--- src/rtl/mem_arbiter.sv ---
// Two-port round-robin arbiter and sequencer for the shared 16x8 data RAM.
// Serialises reads and writes, times out stalled reads, and runs full-memory clears.
module mem_arbiter #(
    parameter int unsigned TIMEOUT    = 8,
    parameter int unsigned CLR_CYCLES = 2
) (
    input  logic       clk,
    input  logic       rst_n,
    input  logic       req0,
    input  logic       rw0,
    input  logic [3:0] addr0,
    input  logic [7:0] wdata0,
    output logic       ack0,
    output logic [7:0] rdata0,
    input  logic       req1,
    input  logic       rw1,
    input  logic [3:0] addr1,
    input  logic [7:0] wdata1,
    output logic       ack1,
    output logic [7:0] rdata1,
    output logic       err,
    input  logic       clr_req,
    output logic       clr_done,
    output logic       busy,
    output logic       grant_id,
    output logic       mem_rw,
    output logic       mem_clr,
    output logic [3:0] mem_address,
    output logic [7:0] mem_data_in,
    input  logic [7:0] mem_data_out,
    input  logic       mem_out_valid
);

    typedef enum logic [2:0] {IDLE, ISSUE, WAIT_RD, RESP, CLEAR} state_t;

    state_t     state_q, state_d;
    logic       last_q, last_d;
    logic       rw_q, rw_d;
    logic [7:0] tmo_q, tmo_d;
    logic [3:0] clr_cnt_q, clr_cnt_d;

    logic       ack0_q, ack0_d, ack1_q, ack1_d;
    logic [7:0] rdata0_q, rdata0_d, rdata1_q, rdata1_d;
    logic       err_q, err_d, clr_done_q, clr_done_d, busy_q, busy_d;
    logic       grant_id_q, grant_id_d, mem_rw_q, mem_rw_d, mem_clr_q, mem_clr_d;
    logic [3:0] mem_address_q, mem_address_d;
    logic [7:0] mem_data_in_q, mem_data_in_d;

    logic       sel;
    logic       resp_go, resp_rd, resp_err;
    logic [7:0] resp_data;

    // Outputs are registered, so each one is computed from the transition being taken.
    always_comb begin
        state_d       = state_q;
        last_d        = last_q;
        rw_d          = rw_q;
        tmo_d         = tmo_q;
        clr_cnt_d     = clr_cnt_q;
        ack0_d        = 1'b0;
        ack1_d        = 1'b0;
        err_d         = 1'b0;
        clr_done_d    = 1'b0;
        mem_rw_d      = 1'b0;
        mem_clr_d     = 1'b0;
        mem_data_in_d = '0;
        rdata0_d      = rdata0_q;
        rdata1_d      = rdata1_q;
        grant_id_d    = grant_id_q;
        mem_address_d = mem_address_q;
        sel           = 1'b0;
        resp_go       = 1'b0;
        resp_rd       = 1'b0;
        resp_err      = 1'b0;
        resp_data     = '0;

        case (state_q)
            IDLE: begin
                if (clr_req) begin
                    state_d   = CLEAR;
                    mem_clr_d = 1'b1;
                    clr_cnt_d = '0;
                end else if (req0 || req1) begin
                    sel           = (req0 && req1) ? ~last_q : req1;
                    grant_id_d    = sel;
                    rw_d          = sel ? rw1 : rw0;
                    mem_address_d = sel ? addr1 : addr0;
                    mem_rw_d      = rw_d;
                    mem_data_in_d = rw_d ? (sel ? wdata1 : wdata0) : '0;
                    state_d       = ISSUE;
                end
            end
            ISSUE: begin
                if (rw_q) begin
                    resp_go = 1'b1;
                end else begin
                    state_d = WAIT_RD;
                    tmo_d   = '0;
                end
            end
            WAIT_RD: begin
                if (mem_out_valid) begin
                    resp_go   = 1'b1;
                    resp_rd   = 1'b1;
                    resp_data = mem_data_out;
                end else if (tmo_q == 8'(TIMEOUT - 1)) begin
                    resp_go  = 1'b1;
                    resp_rd  = 1'b1;
                    resp_err = 1'b1;
                end else begin
                    tmo_d = tmo_q + 8'd1;
                end
            end
            RESP: begin
                last_d  = grant_id_q;
                state_d = IDLE;
            end
            CLEAR: begin
                // Extra final cycle carries clr_done so a requester dropping on it avoids a repeat clear.
                if (clr_cnt_q == 4'(CLR_CYCLES)) begin
                    state_d = IDLE;
                end else if (clr_cnt_q == 4'(CLR_CYCLES - 1)) begin
                    clr_done_d = 1'b1;
                    clr_cnt_d  = clr_cnt_q + 4'd1;
                end else begin
                    mem_clr_d = 1'b1;
                    clr_cnt_d = clr_cnt_q + 4'd1;
                end
            end
            default: state_d = IDLE;
        endcase

        if (resp_go) begin
            state_d = RESP;
            err_d   = resp_err;
            if (grant_id_q) begin
                ack1_d = 1'b1;
                if (resp_rd) rdata1_d = resp_data;
            end else begin
                ack0_d = 1'b1;
                if (resp_rd) rdata0_d = resp_data;
            end
        end

        busy_d = (state_d != IDLE);
    end

    always_ff @(posedge clk or negedge rst_n) begin
        if (!rst_n) begin
            state_q       <= IDLE;
            last_q        <= 1'b1;
            rw_q          <= 1'b0;
            tmo_q         <= '0;
            clr_cnt_q     <= '0;
            ack0_q        <= 1'b0;
            ack1_q        <= 1'b0;
            rdata0_q      <= '0;
            rdata1_q      <= '0;
            err_q         <= 1'b0;
            clr_done_q    <= 1'b0;
            busy_q        <= 1'b0;
            grant_id_q    <= 1'b0;
            mem_rw_q      <= 1'b0;
            mem_clr_q     <= 1'b0;
            mem_address_q <= '0;
            mem_data_in_q <= '0;
        end else begin
            state_q       <= state_d;
            last_q        <= last_d;
            rw_q          <= rw_d;
            tmo_q         <= tmo_d;
            clr_cnt_q     <= clr_cnt_d;
            ack0_q        <= ack0_d;
            ack1_q        <= ack1_d;
            rdata0_q      <= rdata0_d;
            rdata1_q      <= rdata1_d;
            err_q         <= err_d;
            clr_done_q    <= clr_done_d;
            busy_q        <= busy_d;
            grant_id_q    <= grant_id_d;
            mem_rw_q      <= mem_rw_d;
            mem_clr_q     <= mem_clr_d;
            mem_address_q <= mem_address_d;
            mem_data_in_q <= mem_data_in_d;
        end
    end

    assign ack0        = ack0_q;
    assign ack1        = ack1_q;
    assign rdata0      = rdata0_q;
    assign rdata1      = rdata1_q;
    assign err         = err_q;
    assign clr_done    = clr_done_q;
    assign busy        = busy_q;
    assign grant_id    = grant_id_q;
    assign mem_rw      = mem_rw_q;
    assign mem_clr     = mem_clr_q;
    assign mem_address = mem_address_q;
    assign mem_data_in = mem_data_in_q;

endmodule

--- config.mk ---
export PLATFORM = sky130hd
export DESIGN_NAME = mem_arbiter
export DESIGN_NICKNAME = d
export VERILOG_FILES = /design/src/rtl/mem_arbiter.sv
export SDC_FILE = /design/constraint.sdc
export NUM_CORES = 1
export LEC_CHECK = 0
export ABC_CLOCK_PERIOD_IN_PS = 3200
export CAP_MARGIN = 10
export CORE_MARGIN = 2
export CORE_UTILIZATION = 40
export CTS_BUF_LIST = sky130_fd_sc_hd__clkbuf_8
export CTS_CLUSTER_DIAMETER = 200
export DETAILED_ROUTE_END_ITERATION = 12
export PLACE_DENSITY = 0.82
export SLEW_MARGIN = 10
export SYNTH_ARGS = -nofsm -noshare
export SYNTH_HDL_FRONTEND = slang
export SYNTH_SLANG_ARGS = --single-unit
--- constraint.sdc ---
create_clock -name clk -period 3.2 [get_ports clk]
set_input_delay 0.96 -clock clk [delete_from_list [all_inputs] [get_ports clk]]
set_output_delay 0.96 -clock clk [all_outputs]
set_load 0.05 [all_outputs]
# Word level (Yosys, flattened, before mapping)
# Cells that the tools add are included.
# word_totals
word_cells,90
out_inout_bits,36
input_bits,40
register_bits,53
# op_classes
eq_ne,12
addsub,2
muxes,45
reduce_logical,11
bitwise_logic,3
# op_table
cell,count
two-way mux 8 bit,10
two-way mux 1 bit,22
one-hot mux 8 bit (2 select lines),1
two-way mux 3 bit,5
two-way mux 4 bit,3
one-hot mux 3 bit (4 select lines),1
AND reduction 3 bit,4
"inequality test 2 bit, second input constant",5
"adder 8 x 1 -> 8 bit, second input constant",1
"== test 8 x 3 -> 1 bit, second input constant",1
one-hot mux 4 bit (2 select lines),1
"== test 3 x 2 -> 1 bit, second input constant",2
"adder 4 x 1 -> 4 bit, second input constant",1
"== test 4 x 1 -> 1 bit, second input constant",1
"== test 4 x 2 -> 1 bit, second input constant",1
one-hot mux 1 bit (2 select lines),2
AND reduction 4 bit,1
nonzero test 2 bit,2
"== test 3 x 1 -> 1 bit, second input constant",1
"== test 3 bit, second input constant",1
logical NOT 3 bit,1
inverter 1 bit,3
nonzero test 3 bit,1
logical AND 1 bit,1
logical OR 1 bit,1

# Logic depth before layout (Yosys ltp)
# Gate-level depths: netlist of the first run.
# logic_depth
depth_word,7
depth_mapped,6
mapped_depth_nobuf,6

# Worst setup path before layout of the first run
# Ideal clock, no wire load.
# synth_path
kind,input -> register
from,in req1
to,reg mem_address_q[2] (netlist: mem_address[2])
required_time_ns,3.118
setup_slack_ns,1.339
n_path_buf,1
path_stages,4
t_arrival_ns,1.779
setup_ns,0.082
path_cell_list,a21boi_1 clkbuf_1 nand2_1 a31oi_1
# synth_via
elab_chain_cells,3
elab_cells_between_ends,5
cone_classes,mux (2); reduce/logical (3)
# synth_lines
element,line,text
"start, declared",15,"input logic req1,"
logical AND 1 bit,84,sel = (req0 && req1) ? ~last_q : req1;
two-way mux 1 bit,84,
two-way mux 4 bit,87,mem_address_d = sel ? addr1 : addr0;
"end signal, assigned",183,mem_address_q <= mem_address_d;
"end, declared",46,"logic [3:0] mem_address_q, mem_address_d;"
# Several ways; a longest one is shown, not always the timed one.
# A chain may end at the register's enable or synchronous reset.

# Worst setup path in the final report of the first run
# layout_path
from,reg grant_id_q (netlist: grant_id)
to,out grant_id
# layout_lines
element,line,text
"start, declared",45,"logic grant_id_q, grant_id_d, mem_rw_q, mem_rw_d, mem_clr_q, mem_clr_d;"
"start signal, assigned",180,grant_id_q <= grant_id_d;
"end, declared",25,"output logic grant_id,"
# No word-level cell between the ends.

==> results of run 1 <==
-- flip-flops by register name, indices dropped and copies added, names as in the netlist, 3 cells and up --
signal	count
clr_cnt_q	4
mem_address	4
mem_data_in	8
rdata0	8
rdata1	8
state_q	3
tmo_q	8
-- report_power, final --
group          switching (mW)  total (mW)  leakage, nW  internal, mW
combinational           0.878        1.41        0.648         0.535
sequential              0.196        1.08        0.688         0.885
clock                   0.216       0.369       0.0497         0.153
total                    1.29        2.86         1.39          1.57
-- per-layer routing --
metal,up-vias,global-route usage [%]
li1,921,-
met3,5,5.67
met4,0,4.24
met5,-,0
met1,907,21.0
met2,57,27.4
-- final timing paths --
check                           startpoint        end  slack (ns)  cells after the start
max in group asynchronous            rst_n     last_q        1.83                      2
worst min register to register   rdata0[6]  rdata0[6]        0.51                      1
worst min-delay path             rdata0[6]  rdata0[6]        0.51                      1
worst max register to register  state_q[0]  rdata0[2]        1.31                      4
min in group asynchronous            rst_n  rdata0[1]        0.57                      1
worst max-delay path              grant_id   grant_id        0.53                      1
-- logic make-up after synthesis --
family / synth area share (%)
buffers and inverters: 3.16
muxes: 1.32
xor gates and xnor gates: 1.84
DFF: 55.9
adders and majority gates: 2.11
and+or+nand+nor: 20.5
AOI/OAI and AO/OA: 15.2
-- cells in the final DEF, fill, tap and decap left out, types with 3 or more instances in the layout --
cell,n
nand2_1,18
clkbuf_8,5
xnor2_1,4
inv_1,6
a21oi_1,11
dfrtp_1,52
a31oi_1,5
o211ai_1,3
nand3_1,19
a22o_1,16
nand3b_1,6
clkdlybuf4s50_1,74
nor2_1,18
ha_1,4
or3_1,3
o21ai_0,3
-- layout make-up --
cell class	instances	area, um^2	area share [%]
sequential	53	1330	40.7
multi-input combinational	146	973	29.9
timing repair buffer	77	761	23.3
tap	75	93.8	2.88
clock buffer	5	68.8	2.11
inverter	5	18.8	0.576
clock inverter	3	17.5	0.537
==> out/metrics.yaml, run 1 <==
drive_gt1_share_pct: 7.96
diodes: 0
synthTopCellsByCount: "52 x dfrtp_1, 19 x nand3_1, 18 x nand2_1, 18 x nor2_1, 16 x a22o_1"
worst-path-buf-inv: 1
syn_nets: 258
cts_tree: "done"
maxSlewHeadroom_pct: 37.7
yosysTopAreaCellShare_pct: 54.8
fin_util_pct: 56.1
power_mw: 2.86
seq_area_frac_synth_pct: 55.9
fin_cells: 364
cts_buffers: 5
endpoint_kind: "primary output"
power_density_nw_per_um2: 878
layout_min_cycle_time_ns: 2.67
clock_sinks: 53
syn_avg_cell_area_um2: 11.1
setup_violations: 0
dp_cells: 356
whs_ns: 0.505
arrival_ns: 1.71
timing.fmax_ghz: 0.375
clock_path_buffers: 2
synth.largest_area_cell: "dfrtp_1"
rows: 28
drtIter0Drc: 99
place_area_um2: 3170
maxCapViolations: 0
n_fill_cell: 518
synth_edf_count: 0
wl_met1_mm: 2.21
ys_types: 47
critPathKind: "reg -> out"
rsz0062_at_grt: "no"
netlist_area_um2: 2380
io_buffers: 75
met2WireLength_mm: 2.55
critPathLaunchType: "flip-flop"
hpwlAfterDp_mm: 3.87
ys_ff_latch: 53
io_pins: 76
die_h_um: 81.1
num_vias: 1890
fin_skew_ns: 0.00440
via_per_inst: 5.19
post_cts.repair.setup_buffers: 0
synth_ff_type: "dfrtp_1"
synth.area.top_cells: "dfrtp_1 55%, a22o_1 5.9%, nand3_1 4.0%, nand2_1 2.8%, nor2_1 2.8%"
grt.total_usage_pct: 16.6
status: "finished clean"
ctsHoldBuffers: 0
synth.most_common_cell: "dfrtp_1"
slew_viol_final: 0
synthToLayoutAreaGrowth_pct: 37.2
antenna_found_initial: 0
ys_warn_count: 0
worst_slack_ns: 0.533
hp-class: "reg -> reg"
setup_tns_ns: 0
cp_top_family: "buffers and inverters"
fin_area_um2: 3260
routed.top_layer: "met4"
h-tree-depth: 2
drc: 0
design.core.area_um2: 5820
post-route-period-util_pct: 83.3
netlist_instances: 214
gp_congestion: 0.816
irDropWorstVdd_mv: 0.562
hold_viol: 0
grt_max_degree: 35
wl_per_cell_um: 14.1
dpl_worst_slack_ns: 0.553
initial_utilization_pct: 40.9
drt-pass1-iter-count: 4
grt_pass1_vias: 1885
clkLatencyLatePin_ns: 0.30
final_nets: 332
overflow: 0
cts_resized: 0
dieArea_um2: 6570
tightest_slew_ns: 0.922
critical-path-max-stage-delay_ns: 0.88
slowest_stage: "clkdlybuf4s50_1"
required_ns: 2.24
wirelength_mm: 5.14
cts_root_buf: "clkbuf_8"
clk_pin_slew_ns: 0.09
drtAntennaViolNets: 0
crit_chain: "clkdlybuf4s50_1"
worstPathMaxFanout: 8
postSynth.asyncResetShare_pct: 100
grt_pass1_wl_mm: 8.53
p_leak_nw: 1.39
dr_wl_met3_um: 331
chipWidth_um: 81.1
(Power assumes the default switching activity.)
==> inputs of run 2 (changes only) <==
--- a/config.mk
+++ b/config.mk
@@ -5,7 +5,7 @@
 export SDC_FILE = /design/constraint.sdc
 export NUM_CORES = 1
 export LEC_CHECK = 0
-export ABC_CLOCK_PERIOD_IN_PS = 3200
+export ABC_CLOCK_PERIOD_IN_PS = 2700
 export CAP_MARGIN = 10
 export CORE_MARGIN = 2
 export CORE_UTILIZATION = 40
==> constraint.sdc (replaced) <==
create_clock -name clk -period 2.7 [get_ports clk]
set_input_delay 0.81 -clock clk [delete_from_list [all_inputs] [get_ports clk]]
set_output_delay 0.81 -clock clk [all_outputs]
set_load 0.05 [all_outputs]
==> run 2 against run 1 <==
  * Die area is the same
  * Total power grew 22%
  * Register-to-register slack lost 0.53 ns
  * Wire length grew 0.97%
  * Non-clock buffer count grew 1
  * Clock skew grew 0.0019 ns
  * Critical path depth is the same
  * Via count grew 1.9%
  * Largest cell class unchanged
==> out/metrics.yaml, run 2 (synthesized netlist as in run 1, its figures left out) <==
grt_pass1_vias: 1902
drtAntennaViolNets: 0
regToRegEndpoint: "rdata0[1]"
grt_max_degree: 34
drtIter0Drc: 62
endpoint_kind: "primary output"
wl_per_cell_um: 14.2
setup_tns_ns: 0
regArea_um2: 1330
diodes: 0
clkLatencyLatePin_ns: 0.30
startpoint: "grant_id"
overflow: 0
cts_buffers: 5
status: "finished clean"
endpoint: "grant_id"
maxCapViolations: 0
antenna_found_initial: 0
power.switching_mw: 1.53
n_fill_cell: 506
ctsHoldBuffers: 0
clock_path_buffers: 2
initial_utilization_pct: 40.9
via_per_inst: 5.27
gp_congestion: 0.882
critical-path-max-stage-delay_ns: 0.88
switching_share_pct: 43.9
synthToLayoutAreaGrowth_pct: 39.2
critPathKind: "reg -> out"
cts_resized: 0
setup_violations: 0
rows: 28
rsz0062_at_grt: "no"
post_cts.repair.setup_buffers: 0
power_mw: 3.50
pwr-share-clk_pct: 15.5
cts_root_buf: "clkbuf_8"
hold_viol: 0
cp_top_family: "buffers and inverters"
maxSlewHeadroom_pct: 39.2
num_vias: 1925
p_comb_share_pct: 47.9
clk_pin_slew_ns: 0.10
wirelength_mm: 5.19
pwr-share-seq_pct: 36.6
required_ns: 1.89
hpwlAfterDp_mm: 3.83
io_buffers: 75
layout_commonest_cell: "clkdlybuf4s50_1"
fin_cells: 365
dp_cells: 357
irDropWorstVdd_mv: 0.752
drt-pass1-iter-count: 4
hp-class: "in -> async"
arrival_ns: 1.70
worstPathMaxFanout: 8
dieArea_um2: 6570
grt.total_usage_pct: 17.0
reg2reg_depth: 4
p_leak_nw: 1.40
cts_tree: "done"
multi_input_area_um2: 973
post-route-period-util_pct: 92.8
critPathLaunchType: "flip-flop"
layout_min_cycle_time_ns: 2.51
crit_chain: "clkdlybuf4s50_1"
drive_gt1_share_pct: 8.62
chipWidth_um: 81.1
power_density_nw_per_um2: 1060
layout_common_cells: "74 x clkdlybuf4s50_1, 52 x dfrtp_1, 19 x nand3_1"
worst-path-buf-inv: 1
timing.rr.start: "state_q[0]"
tightest_slew_ns: 0.899
r2r_slack_ns: 0.78
final_nets: 333
worst_slack_ns: 0.194
dpl_worst_slack_ns: 0.410
slowest_stage: "clkdlybuf4s50_1"
design.core.area_um2: 5820
timing.fmax_ghz: 0.399
p_int_mw: 1.96
grt_pass1_wl_mm: 8.71
clock_sinks: 53
worstSetupPathDepth: 1
io_pins: 76
slew_viol_final: 0
drc: 0
fin_skew_ns: 0.00634
die_h_um: 81.1
h-tree-depth: 2
run 2: cell type report:
cell class | count | share of cell area [%]
clock buffers | 5 | 2.08
well taps | 75 | 2.84
flip-flops and latches | 53 | 40.1
inverters | 5 | 0.568
repair buffers | 78 | 23.6
clock inverters | 3 | 1.32
multi-input cells | 146 | 29.4
run 2: power groups by stage:
stage | Clock [mW] | Sequential (mW) | Combinational (mW)
6_report | 0.542 | 1.28 | 1.68
3_5_place_dp | 0 | 1.29 | 1.69
2_1_floorplan | 0 | 1.86 | 0.550
4_1_cts | 0.552 | 1.28 | 1.69
3_3_place_gp | 0 | 1.28 | 1.66
5_1_grt | 0.586 | 1.32 | 1.79
run 2: worst min path at each step:
stage          cells after the start   endpoint  slack (ns)  startpoint
6_report                           1   clr_done        0.45       rst_n
2_1_floorplan                      1   tmo_q[0]        0.49    tmo_q[0]
5_1_grt                            1    mem_clr        0.48       rst_n
3_5_place_dp                       1  rdata1[5]        0.49   rdata1[5]
4_1_cts                            1   clr_done        0.46       rst_n
3_3_place_gp                       1  rdata0[1]        0.48   rdata0[1]
run 2: routing by layer:
| layer | wire length (um) | track usage [%] |
|---|---|---|
| met1 | 2200 | 21.4 |
| met2 | 2530 | 28.1 |
| met5 | 0 | 0 |
| met4 | 42 | 4.07 |
| met3 | 414 | 6.33 |
run 2: per-stage QoR:
stage / instance area [um^2] / utilization (%) / hold WS (ns)
floorplan: 2380 / - / 0.491
global placement: 3190 / 54.9 / 0.482
detailed placement: 3190 / 54.9 / 0.487
CTS: 3310 / 56.9 / 0.464
global route: 3310 / 56.9 / 0.481
finish: 3310 / 56.9 / 0.450
==> inputs of run 3 (changes only) <==
==> constraint.sdc (replaced) <==
create_clock -name clk -period 2.7 [get_ports clk]
set_input_delay 0.81 -clock clk [delete_from_list [all_inputs] [get_ports clk]]
set_output_delay 0.81 -clock clk [all_outputs]
set_load 0.02 [all_outputs]
==> run 3 against run 2 <==
  * Core utilization decreased by 0.45 points
  * Largest cell class unchanged
  * Via count increased by 1.6%
  * Clock skew fell by 0.0018 ns
  * Cell count did not move
  * Combinational power decreased by 26%
  * Flip-flop and latch count unchanged
  * Sequential power is essentially flat
  * First-iteration DRC count increased by 37%
  * Fmax rose by 8.6%
==> out/metrics.yaml, run 3 (synthesized netlist as in run 1, its figures left out) <==
power.switching_mw: 1.10
diodes: 0
worstSetupPathDepth: 1
p_leak_nw: 1.39
n_fill_cell: 523
layout_min_cycle_time_ns: 2.31
power_mw: 2.97
cts_root_buf: "clkbuf_8"
r2r_slack_ns: 0.80
slowest_stage: "clkdlybuf4s50_1"
post-route-period-util_pct: 85.5
grt_max_degree: 33
chipWidth_um: 81.1
critPathKind: "reg -> out"
io_buffers: 75
regToRegEndpoint: "rdata0[5]"
via_per_inst: 5.36
clock_sinks: 53
power_density_nw_per_um2: 906
num_vias: 1955
cts_tree: "done"
hpwlAfterDp_mm: 3.80
io_pins: 76
grt_pass1_vias: 1905
drtAntennaViolNets: 0
whs_ns: 0.468
rsz0062_at_grt: "no"
status: "finished clean"
hold_viol: 0
irDropWorstVdd_mv: 0.556
required_ns: 1.89
antenna_found_initial: 0
p_int_mw: 1.87
ctsHoldBuffers: 0
crit_chain: "clkdlybuf4s50_1"
post_cts.repair.setup_buffers: 0
maxCapViolations: 0
clkLatencyLatePin_ns: 0.30
grt_pass1_wl_mm: 8.51
critPathLaunchType: "flip-flop"
drt-pass1-iter-count: 4
rows: 28
pwr-share-seq_pct: 43.2
arrival_ns: 1.50
dieArea_um2: 6570
slew_viol_final: 0
hp-class: "in -> async"
p_comb_share_pct: 42.1
cts_buffers: 5
fin_skew_ns: 0.00452
timing.rr.start: "state_q[0]"
switching_share_pct: 37.1
die_h_um: 81.1
tightest_slew_ns: 0.946
endpoint_kind: "primary output"
critical-path-max-stage-delay_ns: 0.68
dpl_worst_slack_ns: 0.396
layout_commonest_cell: "clkdlybuf4s50_1"
overflow: 0
drive_gt1_share_pct: 8.28
regArea_um2: 1330
h-tree-depth: 2
setup_violations: 0
timing.fmax_ghz: 0.433
initial_utilization_pct: 40.9
startpoint: "grant_id"
clock_path_buffers: 2
final_nets: 333
cp_top_family: "buffers and inverters"
clk_pin_slew_ns: 0.10
multi_input_area_um2: 973
setup_tns_ns: 0
synthToLayoutAreaGrowth_pct: 38.1
design.core.area_um2: 5820
endpoint: "grant_id"
worst-path-buf-inv: 1
wirelength_mm: 5.16
worst_slack_ns: 0.391
drtIter0Drc: 85
cts_resized: 0
grt.total_usage_pct: 16.5
reg2reg_depth: 4
wl_per_cell_um: 14.1
fin_util_pct: 56.4
gp_congestion: 0.981
drc: 0
maxSlewHeadroom_pct: 36.0
pwr-share-clk_pct: 14.8
worstPathMaxFanout: 8
layout_common_cells: "74 x clkdlybuf4s50_1, 52 x dfrtp_1, 19 x nand3_1"
## run 3: cell types whose count changed in the layout (fill, tap and decap cells not counted), sizes merged
cell,change
bufinv,-1
inv,+1
## run 3: worst register-to-register path, cell delays in order (launching register included)
cell	delay, ns
dfrtp_1	0.54
or3b_2	0.58
nor2_1	0.17
and2_1	0.34
a22o_1	0.21
## run 3: layout make-up
class / instances / area share (%)
well taps: 75 / 2.86
flip-flops and latches: 53 / 40.5
clock buffers: 5 / 2.10
repair buffers: 78 / 23.8
inverters: 5 / 0.572
clock inverters: 3 / 0.534
multi-input cells: 146 / 29.7
## run 3: power by group through the flow
stage               Combinational [mW]  Sequential (mW)  Clock (mW)
finish                            1.25             1.28       0.439
global route                      1.37             1.32       0.487
floorplan                        0.550             1.44           0
global placement                  1.24             1.29           0
detailed placement                1.26             1.30           0
CTS                               1.27             1.28       0.452
## run 3: metal layers
metal  global-route usage [%]  wire [um]  vias up
met5                        0          0        -
met4                     5.59         66        0
met3                     5.22        428        7
met2                     27.9       2500       76
met1                     20.0       2170      947
li1                         -          -      925
## run 3: per-stage QoR
step / instances / cell area, um^2
finish: 365 / 3280
global route: 365 / 3280
CTS: 365 / 3280
detailed placement: 357 / 3190
global placement: 357 / 3190
floorplan: 214 / 2380
## run 3: how the worst min path moves through the flow
stage	start	end	depth (start not counted)
6_report	rst_n	clr_done	1
5_1_grt	rst_n	clr_cnt_q[2]	1
3_3_place_gp	rdata0[0]	rdata0[0]	1
4_1_cts	rst_n	clr_done	1
2_1_floorplan	tmo_q[0]	tmo_q[0]	1
3_5_place_dp	rdata1[3]	rdata1[3]	1
